--- src/rtl/stream_demux.sv ---
// ---------------------------------------------------------------------------
// stream_demux
//   Routes one valid/ready input stream to one of NUM_OUT output streams,
//   chosen by a per-beat select field. Each output owns a 2-entry FIFO, so a
//   stalled consumer only blocks beats addressed to it. Beats whose select is
//   out of range are accepted and dropped, and they set a sticky error flag.
//
// Ports
//   clk        : clock, rising edge
//   rst        : asynchronous active-high reset
//   in_valid   : input beat present
//   in_ready   : input beat accepted when in_valid is also high
//   in_data    : input payload (N bits)
//   in_sel     : destination port index (SEL_W bits)
//   out_valid  : per-port valid, bit k belongs to port k
//   out_ready  : per-port ready from the consumers
//   out_data   : per-port payload, port k at [k*N +: N] (registered FIFO head)
//   beat_count : accepted in-range beats, wraps modulo 2**32
//   sel_err    : sticky, set when an out-of-range beat is accepted
// ---------------------------------------------------------------------------
module stream_demux #(
    parameter int N       = 32,
    parameter int NUM_OUT = 4,
    parameter int SEL_W   = 5
) (
    input  logic                   clk,
    input  logic                   rst,
    input  logic                   in_valid,
    output logic                   in_ready,
    input  logic [N-1:0]           in_data,
    input  logic [SEL_W-1:0]       in_sel,
    output logic [NUM_OUT-1:0]     out_valid,
    input  logic [NUM_OUT-1:0]     out_ready,
    output logic [N*NUM_OUT-1:0]   out_data,
    output logic [31:0]            beat_count,
    output logic                   sel_err
);

    // One extra bit so NUM_OUT == 2**SEL_W is still representable.
    localparam logic [SEL_W:0] NUM_OUT_L = (SEL_W+1)'(NUM_OUT);

    logic [N-1:0]       mem_q [NUM_OUT][2];
    logic [1:0]         cnt_q [NUM_OUT];
    logic [1:0]         cnt_d [NUM_OUT];
    logic [NUM_OUT-1:0] rd_ptr_q, rd_ptr_d;
    logic [NUM_OUT-1:0] wr_ptr_q, wr_ptr_d;
    logic [31:0]        beat_count_q, beat_count_d;
    logic               sel_err_q, sel_err_d;

    logic [NUM_OUT-1:0] sel_hit;
    logic [NUM_OUT-1:0] push;
    logic [NUM_OUT-1:0] pop;
    logic               in_range;
    logic               accept;

    always_comb begin
        in_range = ({1'b0, in_sel} < NUM_OUT_L);
        in_ready = 1'b1;
        sel_hit  = '0;
        for (int k = 0; k < NUM_OUT; k++) begin
            sel_hit[k] = (in_sel == SEL_W'(k));
            // A full FIFO still accepts when its consumer pops this cycle.
            if (sel_hit[k]) begin
                in_ready = (cnt_q[k] != 2'd2) || out_ready[k];
            end
        end
        accept = in_valid && in_ready;

        push     = '0;
        pop      = '0;
        rd_ptr_d = rd_ptr_q;
        wr_ptr_d = wr_ptr_q;
        for (int k = 0; k < NUM_OUT; k++) begin
            push[k]     = accept && sel_hit[k];
            pop[k]      = (cnt_q[k] != 2'd0) && out_ready[k];
            rd_ptr_d[k] = rd_ptr_q[k] ^ pop[k];
            wr_ptr_d[k] = wr_ptr_q[k] ^ push[k];
            cnt_d[k]    = cnt_q[k];
            case ({push[k], pop[k]})
                2'b10:   cnt_d[k] = cnt_q[k] + 2'd1;
                2'b01:   cnt_d[k] = cnt_q[k] - 2'd1;
                default: cnt_d[k] = cnt_q[k];
            endcase
        end

        beat_count_d = beat_count_q + {31'd0, accept && in_range};
        sel_err_d    = sel_err_q | (accept && !in_range);
    end

    // Clock edge: FIFO storage, pointers, counters.
    // Storage is reset too so every out_data lane reads zero out of reset.
    always_ff @(posedge clk or posedge rst) begin
        if (rst) begin
            for (int k = 0; k < NUM_OUT; k++) begin
                cnt_q[k]    <= 2'd0;
                mem_q[k][0] <= '0;
                mem_q[k][1] <= '0;
            end
            rd_ptr_q     <= '0;
            wr_ptr_q     <= '0;
            beat_count_q <= '0;
            sel_err_q    <= 1'b0;
        end else begin
            for (int k = 0; k < NUM_OUT; k++) begin
                cnt_q[k] <= cnt_d[k];
                if (push[k]) begin
                    mem_q[k][wr_ptr_q[k]] <= in_data;
                end
            end
            rd_ptr_q     <= rd_ptr_d;
            wr_ptr_q     <= wr_ptr_d;
            beat_count_q <= beat_count_d;
            sel_err_q    <= sel_err_d;
        end
    end

    always_comb begin
        out_data  = '0;
        out_valid = '0;
        for (int k = 0; k < NUM_OUT; k++) begin
            out_valid[k]       = (cnt_q[k] != 2'd0);
            out_data[k*N +: N] = mem_q[k][rd_ptr_q[k]];
        end
    end

    assign beat_count = beat_count_q;
    assign sel_err    = sel_err_q;

endmodule

--- config.mk ---
export PLATFORM = sky130hd
export DESIGN_NAME = stream_demux
export DESIGN_NICKNAME = d
export VERILOG_FILES = /design/src/rtl/stream_demux.sv
export SDC_FILE = /design/constraint.sdc
export NUM_CORES = 1
export LEC_CHECK = 0
export BUFFER_PORTS_ARGS = -buffer_cell sky130_fd_sc_hd__buf_2
export CAP_MARGIN = 20
export CORE_MARGIN = 2
export CORE_UTILIZATION = 45
export CTS_CLUSTER_SIZE = 12
export DETAILED_ROUTE_END_ITERATION = 10
export PLACE_DENSITY = 0.77
export SYNTH_ARGS = -nofsm -noshare
export SYNTH_HDL_FRONTEND = slang
export SYNTH_SLANG_ARGS = --single-unit
--- constraint.sdc ---
create_clock -name clk -period 13.2 [get_ports clk]
set_input_delay 2.64 -clock clk [delete_from_list [all_inputs] [get_ports clk]]
set_output_delay 2.64 -clock clk [all_outputs]
set_load 0.05 [all_outputs]
==> results of run 1 <==
==> cells by family after synthesis <==
family | after synthesis
mux | 384
flops | 305
simple gates | 84
buf+inv | 67
xor+xnor | 46
fa+ha+maj | 14
compound gates | 2
==> per-layer routing <==
layer  routed length (um)  share of wire [%]
met1                12880                 44
met2                14280                 49
met3                 1405                4.8
met4                  607                2.1
met5                    0                  0
==> final timing paths <==
check	start	endpoint	depth (start not counted)
min in group asynchronous	rst	mem_q[165]	2
max	in_sel[1]	in_ready	5
max reg2reg	cnt_q[3]	beat_count[26]	10
min	beat_count[31]	beat_count[31]	1
max in group asynchronous	rst	mem_q[176]	4
min reg2reg	beat_count[31]	beat_count[31]	1
==> layout by cell type, fill, tap and decap left out, drive strengths merged <==
| master | Yosys | routed |
|---|---|---|
| or4b | 1 | 1 |
| nor2 | 11 | 11 |
| nor4b | 1 | 1 |
| xnor2 | 27 | 27 |
| nor4bb | 1 | 1 |
| xor2 | 19 | 19 |
| nand4bb | 1 | 1 |
| and2 | 5 | 5 |
| nand2 | 13 | 13 |
| or2 | 5 | 5 |
| mux2 | 384 | 384 |
| nand4 | 13 | 13 |
| inv | 15 | 15 |
| ha | 14 | 14 |
| o21bai | 1 | 1 |
| a31oi | 1 | 1 |
| dfrtp | 305 | 305 |
| and4 | 2 | 2 |
| nand3 | 10 | 10 |
| clkinv | 0 | 6 |
| buf | 25 | 214 |
| and3 | 8 | 8 |
| clkbuf | 27 | 51 |
| or3 | 1 | 1 |
| nor3 | 6 | 6 |
| nor4 | 5 | 5 |
| or4 | 1 | 1 |
==> metrics by stage <==
step / worst slack (ns) / util [%] / hold slack [ns] / power [mW] / instance area, um2
after global routing: 6.443 / 54.54 / 0.4855 / 3.511 / 15780
after global placement: 6.546 / 50.78 / 0.4508 / 2.470 / 14690
after CTS: 6.516 / 54.38 / 0.4647 / 3.400 / 15740
after floorplan: 2.129 / - / 0.4470 / 2.212 / 13310
final: 6.520 / 54.54 / 0.4590 / 3.359 / 15780
after detailed placement: 6.531 / 50.78 / 0.4575 / 2.496 / 14690
==> registers in the layout, indices dropped and copies added, names as in the netlist <==
name        flops
beat_count     32
rd_ptr_q        4
wr_ptr_q        4
sel_err         1
mem_q         256
cnt_q           8
==> power by group through the flow <==
stage | combinational, mW | clock [mW] | sequential [mW]
after global routing | 1.21 | 0.952 | 1.35
after global placement | 1.14 | 0 | 1.33
after detailed placement | 1.16 | 0 | 1.34
after floorplan | 0.989 | 0 | 1.22
after CTS | 1.16 | 0.914 | 1.33
final | 1.15 | 0.890 | 1.32
==> Yosys cell counts (2+ instances only) <==
| library cell | count | area, um2 |
|---|---|---|
| nor2_1 | 11 | 41.29 |
| ha_1 | 14 | 175.2 |
| nand2_1 | 13 | 48.80 |
| inv_1 | 15 | 56.30 |
| and2_1 | 5 | 31.28 |
| nand3_1 | 10 | 50.05 |
| mux2_2 | 384 | 4324 |
| buf_1 | 24 | 90.09 |
| xnor2_1 | 27 | 236.5 |
| xor2_1 | 19 | 166.4 |
| or2_2 | 5 | 31.28 |
| clkbuf_1 | 27 | 101.4 |
| and4_1 | 2 | 17.52 |
| nor3_1 | 6 | 30.03 |
| and3_1 | 8 | 50.05 |
| nand4_1 | 12 | 75.07 |
| nor4_2 | 3 | 37.54 |
| dfrtp_1 | 305 | 7632 |
==> cell type report <==
class / count / area, um2
Sequential cell: 305 / 7637
Clock inverter: 6 / 33.78
Clock buffer: 51 / 1008
Tap cell: 384 / 480.5
Fill cell: 2403 / 13150
Inverter: 15 / 63.81
Multi-Input combinational cell: 530 / 5443
Timing Repair Buffer: 214 / 1116
==> critical path, delay by kind of cell <==
family / cells / cell delay [ns]
simple gates: 2 / 0.78
buf+inv: 2 / 0.38
compound gates: 1 / 0.25
==> flow_metrics.py, run 1 <==
metrics = {
    "power_and_ir_drop": {
        "p_sw_share_pct": 38.60,
        "pwr-share-clk_pct": 26.5,
        "leakage_nw": 8.009,
        "p_per_area_nw_per_um2": 212.9,
        "intPower_mw": 2.063,
        "combinationalPowerShare_pct": 34.2,
        "seqPwrFrac_pct": 39.3,
        "irDropWorstVdd_v": 0.0001463,
        "p_switching_mw": 1.297,
    },
    "clock_network": {
        "path_clk_slew_ns": 0.05,
        "tritoncts": "done",
        "postCtsSetupBuffers": 0,
        "cts_hold_buf": 0,
        "clockRootBuffer": "clkbuf_16",
        "cts_resized": 0,
        "cts_made_buffers": 34,
        "clock_path_buffers": 3,
        "cts.sinks": 305,
        "clkLatencyLatePin_ns": 0.50,
        "cts_max_level": 2,
    },
    "timing": {
        "min_period_over_period_pct": 50.61,
        "worst_pin_slew_ns": 1.072,
        "maxSlewViolCount": 0,
        "max_freq_ghz": 0.1497,
        "grt_setup_unrepaired": "false",
        "finalSetupViolCount": 0,
        "finalCriticalPeriod_ns": 6.680,
        "hold_viol": 0,
        "timing.setup.tns_ns": 0,
        "skew_ns": 0.01452,
        "slew_headroom_pct": 28.51,
    },
    "yosys": {
        "synth_nets": 960,
        "ys_seq_area_share_pct": 57.33,
        "synth_xor_area_share_pct": 3.026,
        "synth_ff_type": "dfrtp_1",
        "synth_top_family_by_area": "multiplexers",
        "yosys.area_share.adder_pct": 1.316,
        "synth.distinct_cells": 30,
        "synth_compound_area_share_pct": 0.1034,
        "synthArstFlopShare_pct": 100.0,
        "synth_area_um2": 13310,
        "ys_ff_latch": 305,
        "synth_area_per_cell_um2": 14.76,
        "ys_warn_count": 0,
        "synth.area.mux_share_pct": 32.48,
        "synth_edf_count": 0,
        "synthCells": 902,
        "synthSimpleGateAreaFrac_pct": 3.806,
    },
    "grt": {
        "antenna_found_initial": 0,
        "grt_util_met2_pct": 31.96,
        "grt-busiest-layer": "met2",
        "grt_start_max_net_pins": 87,
        "grt_overflow": 0,
        "grt_util_met3_pct": 3.919,
        "grt_pass1_vias": 8422,
        "grt_pass1_wl_um": 46570,
        "grt_util_met1_pct": 25.39,
        "grt_use_total_pct": 19.05,
    },
    "critical_path": {
        "crit_path_end_kind": "output port",
        "crit_arrival_ns": 4.04,
        "r2r_slack_ns": 10.42,
        "startpoint_type": "input port",
        "cp_data_required_time_ns": 10.56,
        "crit_chain": "buf_2, or4b_2, a31oi_1, nand2_1, buf_2",
        "crit_path_frequent_cell": "buf_2",
        "critPathMaxStageDelay_ns": 0.70,
        "cp_max_fo": 7,
        "slowest_stage": "or4b_2",
        "critPathKind": "in -> out",
    },
    "floorplanning": {
        "die_w_um": 176.0,
        "start_util_pct": 46.01,
        "die_h_um": 176.0,
        "num_io_pins": 210,
        "coreArea_um2": 28940,
        "fp-row-count": 62,
        "die-area_um2": 30980,
    },
    "final_layout": {
        "synthToLayoutAreaGrowth_pct": 18.54,
        "diodes": 0,
        "drive_gt1_share_pct": 59.59,
        "final_cell_count_no_fill": 1505,
        "fin_nets": 1158,
    },
    "placed_design": {
        "gp_congestion": 0.7815,
        "port_buffers": 209,
        "dpl.hpwl_um": 18340,
        "dp.cells": 1446,
    },
    "flow_run": {
        "drv_cap": 0,
    },
    "drt": {
        "ant_nets": 0,
        "drtIter0Drc": 276,
        "vias": 7920,
        "dr.pass1.iters": 4,
        "wl_per_cell_um": 19.38,
        "totalWireLength_um": 29170,
        "drc": 0,
        "viasPerCell": 5.262,
    },
    "worst_hold_path": {
        "hold_class": "reg -> reg",
    },
    "run_status": {
        "outcome": "finished, final reports clean",
    },
}
Power figures use the tool's default switching activity.
==> run 2: changes to the inputs <==
- PLACE_DENSITY: 0.77 -> 0.79
- clock period: 13.2 -> 5.7 ns (I/O delays scaled with it)
==> run 2 against run 1 <==
Against the previous run:
- global-route usage decreased by 0.31 points
- hold slack better by 0.011 ns
- sequential power rose by 130%
- clock skew down 0.0023 ns
- register-to-register slack worse by 7.5 ns
- power increased by 130%
- design area is essentially flat
- worst setup slack got worse by 4.6 ns
- routed wire length is 2.3% lower
- combinational power rose by 130%
==> flow_metrics.py, run 2 (synthesized netlist as in run 1, its figures left out) <==
metrics = {
    "run_status": {
        "outcome": "finished, final reports clean",
    },
    "final_layout": {
        "final_cell_mix": "384 x mux2_2, 301 x dfrtp_1, 209 x buf_2, 37 x clkbuf_16, 27 x xnor2_1",
        "drive_gt1_share_pct": 59.41,
        "fin_nets": 1155,
        "diodes": 0,
        "largest_reg_flops": 256,
        "largest-register": "mem_q",
        "synthToLayoutAreaGrowth_pct": 18.64,
        "final_common_cell": "mux2_2",
        "final_core_util_pct": 54.59,
        "filler_cell_count": 2367,
        "design_area_um2": 15800,
    },
    "grt": {
        "grt_use_total_pct": 18.74,
        "grt_pass1_wl_um": 46060,
        "grt_start_max_net_pins": 152,
        "grt_pass1_vias": 8481,
        "antenna_found_initial": 0,
        "grt_overflow": 0,
    },
    "clock_network": {
        "cts_made_buffers": 34,
        "clockRootBuffer": "clkbuf_16",
        "cts_hold_buf": 0,
        "path_clk_slew_ns": 0.06,
        "clock_path_buffers": 3,
        "postCtsSetupBuffers": 0,
        "cts.sinks": 305,
        "tritoncts": "done",
        "clkLatencyLatePin_ns": 0.49,
        "cts_max_level": 2,
        "cts_resized": 0,
    },
    "floorplanning": {
        "fp-row-count": 62,
        "coreArea_um2": 28940,
        "die_h_um": 176.0,
        "start_util_pct": 46.01,
        "die_w_um": 176.0,
        "die-area_um2": 30980,
        "num_io_pins": 210,
    },
    "timing": {
        "max_freq_ghz": 0.2672,
        "slew_headroom_pct": 29.69,
        "skew_ns": 0.01226,
        "maxSlewViolCount": 0,
        "finalCriticalPeriod_ns": 3.742,
        "min_period_over_period_pct": 65.66,
        "grt_setup_unrepaired": "false",
        "finalSetupViolCount": 0,
        "timing.setup.tns_ns": 0,
        "hold_viol": 0,
        "whs_ns": 0.4696,
        "worst_pin_slew_ns": 1.055,
    },
    "power_and_ir_drop": {
        "p_per_area_nw_per_um2": 496.2,
        "total_power_mw": 7.837,
        "leakage_nw": 8.007,
        "irDropWorstVdd_v": 0.0003141,
    },
    "critical_path": {
        "cp_data_required_time_ns": 4.56,
        "slowest_stage": "or4b_2",
        "critPathMaxStageDelay_ns": 0.71,
        "critPathKind": "in -> out",
        "critPathBufInv": 2,
        "crit_arrival_ns": 2.60,
        "crit_path_end_kind": "output port",
        "crit_path_frequent_cell": "buf_2",
        "cp_max_fo": 7,
        "crit_chain": "buf_2, or4b_2, a31oi_1, nand2_1, buf_2",
        "startpoint_type": "input port",
        "critPathTopFamily": "simple AND/OR/NAND/NOR gates",
    },
    "placed_design": {
        "gp_congestion": 0.7750,
        "dpl.hpwl_um": 18220,
        "port_buffers": 209,
        "placed_area_um2": 14710,
    },
    "drt": {
        "wl_per_cell_um": 18.93,
        "drtIter0Drc": 398,
        "drc": 0,
        "vias": 7929,
        "dr.pass1.iters": 4,
        "viasPerCell": 5.268,
        "ant_nets": 0,
        "totalWireLength_um": 28500,
    },
    "flow_run": {
        "drv_cap": 0,
    },
    "worst_hold_path": {
        "hold_class": "reg -> reg",
    },
}
run 2: final timing paths:
path / from / to / slack [ns] / depth (start not counted)
min: beat_count[31] / beat_count[31] / 0.47 / 1
min in group asynchronous: rst / mem_q[164] / 0.59 / 2
min reg2reg: beat_count[31] / beat_count[31] / 0.47 / 1
max in group asynchronous: rst / rd_ptr_q[0] / 4.00 / 3
max: in_sel[1] / in_ready / 1.96 / 5
max reg2reg: cnt_q[3] / beat_count[16] / 2.95 / 10
run 2: routing by layer:
layer	wire, um	vias to the layer above	track usage [%]
li1	-	3583	-
met5	0	-	0
met1	12660	4103	25.35
met2	13660	187	30.64
met4	875	0	6.543
met3	1299	56	3.316
run 2: power breakdown:
group	leakage [nW]	internal, mW	switching [mW]
logic	3.43	0.957	1.71
registers	4.04	2.60	0.447
clock network	0.534	1.28	0.838
run 2: stage by stage:
step	worst slack (ns)	instances
2_1_floorplan	0.5030	902
3_3_place_gp	1.882	1445
3_5_place_dp	1.796	1445
4_1_cts	1.965	1505
5_1_grt	1.903	1505
6_report	1.958	1505
run 2: cell type report:
class / count / area (um2) / area share, %
repair buffers: 211 / 1086 / 6.876
multi-input cells: 530 / 5443 / 34.46
well taps: 384 / 480.5 / 3.042
inverters: 15 / 60.06 / 0.3802
flip-flops and latches: 305 / 7637 / 48.35
clock inverters: 6 / 58.81 / 0.3723
clock buffers: 54 / 1030 / 6.519
==> run 3: changes to the inputs <==
- clock period: 5.7 -> 3.1 ns (I/O delays scaled with it)
==> run 3 against run 2 <==
Against the previous run:
- combinational power increased by 97%
- sequential share of layout area shrank 1.2 points
- global-route usage is 1.4 points higher
- count of clock-buffer cells in the layout rose by 2
- largest power group unchanged
- hold slack worse by 0.25 ns
- design area increased by 2.6%
- first-iteration DRC count shrank 25%
- sequential cell count is the same
- die area did not move
==> flow_metrics.py, run 3 (synthesized netlist as in run 1, its figures left out) <==
metrics = {
    "floorplanning": {
        "coreArea_um2": 28940,
        "fp-row-count": 62,
        "num_io_pins": 210,
        "die_h_um": 176.0,
        "die_w_um": 176.0,
        "die-area_um2": 30980,
        "start_util_pct": 46.01,
    },
    "clock_network": {
        "clockRootBuffer": "clkbuf_16",
        "path_clk_slew_ns": 0.06,
        "cts_hold_buf": 0,
        "clock_path_buffers": 3,
        "cts_max_level": 2,
        "clkLatencyLatePin_ns": 0.50,
        "cts.sinks": 305,
        "postCtsSetupBuffers": 0,
        "cts_resized": 0,
        "cts_made_buffers": 34,
        "tritoncts": "done",
    },
    "flow_run": {
        "drv_cap": 0,
    },
    "critical_path": {
        "crit_arrival_ns": 2.19,
        "cp_data_required_time_ns": 2.48,
        "cp_max_fo": 4,
        "critPathKind": "reg -> out",
        "crit_path_end_kind": "output port",
        "crit_chain": "or4b_2, a31oi_1, nand2_1, buf_2",
        "slowest_stage": "or4b_2",
        "critPathBufInv": 1,
        "critPathTopFamily": "simple AND/OR/NAND/NOR gates",
        "startpoint_type": "register",
        "critPathMaxStageDelay_ns": 0.69,
    },
    "final_layout": {
        "largest-register": "mem_q",
        "largest_reg_flops": 256,
        "drive_gt1_share_pct": 60.21,
        "final_common_cell": "mux2_2",
        "diodes": 0,
        "design_area_um2": 16210,
        "final_core_util_pct": 56.01,
        "final_cell_mix": "384 x mux2_2, 301 x dfrtp_1, 209 x buf_2, 37 x clkbuf_16, 27 x xnor2_1",
        "fin_nets": 1185,
        "synthToLayoutAreaGrowth_pct": 21.73,
        "multi_input_area_um2": 5443,
        "filler_cell_count": 2406,
        "regArea_um2": 7637,
    },
    "timing": {
        "hold_viol": 0,
        "worst_pin_slew_ns": 0.8485,
        "finalCriticalPeriod_ns": 2.808,
        "slew_headroom_pct": 42.96,
        "max_freq_ghz": 0.3562,
        "maxSlewViolCount": 0,
        "grt_setup_unrepaired": "false",
        "skew_ns": 0.01526,
        "min_period_over_period_pct": 90.57,
        "finalSetupViolCount": 0,
    },
    "power_and_ir_drop": {
        "total_power_mw": 14.54,
        "p_per_area_nw_per_um2": 897.2,
        "leakage_nw": 8.194,
        "irDropWorstVdd_v": 0.0005405,
    },
    "grt": {
        "grt_pass1_wl_um": 48880,
        "grt_overflow": 0,
        "antenna_found_initial": 0,
        "grt_start_max_net_pins": 79,
        "grt_pass1_vias": 8775,
        "grt_use_total_pct": 20.16,
    },
    "placed_design": {
        "port_buffers": 209,
        "dpl.hpwl_um": 20560,
        "gp_congestion": 0.7705,
        "placed_area_um2": 15130,
    },
    "drt": {
        "vias": 8060,
        "drc": 0,
        "wl_per_cell_um": 19.95,
        "drtIter0Drc": 300,
        "totalWireLength_um": 30630,
        "dr.pass1.iters": 4,
        "ant_nets": 0,
        "viasPerCell": 5.251,
    },
    "run_status": {
        "outcome": "finished, final reports clean",
    },
    "worst_hold_path": {
        "hold_class": "in -> async",
    },
}
## run 3: cell count changes in the layout (fill, tap and decap cells not counted)
cell	previous run	this run
clkinv_4	1	0
buf_12	2	18
clkbuf_1	13	16
buf_4	0	14
clkinvlp_4	1	2
clkinv_2	4	2
clkbuf_8	4	3
## run 3: through the flow
stage / worst slack (ns) / hold slack, ns / setup TNS (ns) / cells
global placement: 0.1023 / 0.4548 / 0 / 1475
CTS: 0.2698 / 0.2224 / 0 / 1535
finish: 0.2922 / 0.2245 / 0 / 1535
global route: 0.05345 / 0.2626 / 0 / 1535
detailed placement: 0.004111 / 0.4541 / 0 / 1475
floorplan: -1.577 / 0.4470 / -480.98 / 902
## run 3: path summary, 6_finish.rpt
path	startpoint	endpoint	slack, ns	depth (start not counted)
max	cnt_q[4]	in_ready	0.29	4
min	rst	mem_q[229]	0.22	2
max reg2reg	cnt_q[3]	beat_count[30]	0.33	10
min reg2reg	beat_count[31]	beat_count[31]	0.46	1
max in group asynchronous	rst	beat_count[2]	2.01	3
min in group clk	in_valid	sel_err	0.39	3
## run 3: layout make-up
type / count / area share, %
multi-input combinational: 530 / 33.58
inverter: 15 / 0.3706
clock buffer: 56 / 6.338
clock inverter: 4 / 0.2934
tap: 384 / 2.965
timing repair buffer: 241 / 9.326
sequential: 305 / 47.12
## run 3: routing by layer
layer | share of wire, % | vias to the layer above | global-route usage [%] | wire (um)
met5 | 0 | - | 0 | 0
met4 | 1.9 | 0 | 4.993 | 569
met3 | 3.8 | 42 | 3.338 | 1153
met2 | 50 | 159 | 34.61 | 15290
met1 | 44 | 4233 | 26.83 | 13610
li1 | - | 3626 | - | -
## run 3: power by group
| part | internal [mW] | switching, mW |
|---|---|---|
| Combinational | 1.84 | 3.41 |
| Sequential | 4.78 | 0.609 |
| Clock | 2.34 | 1.55 |
| Total | 8.97 | 5.57 |
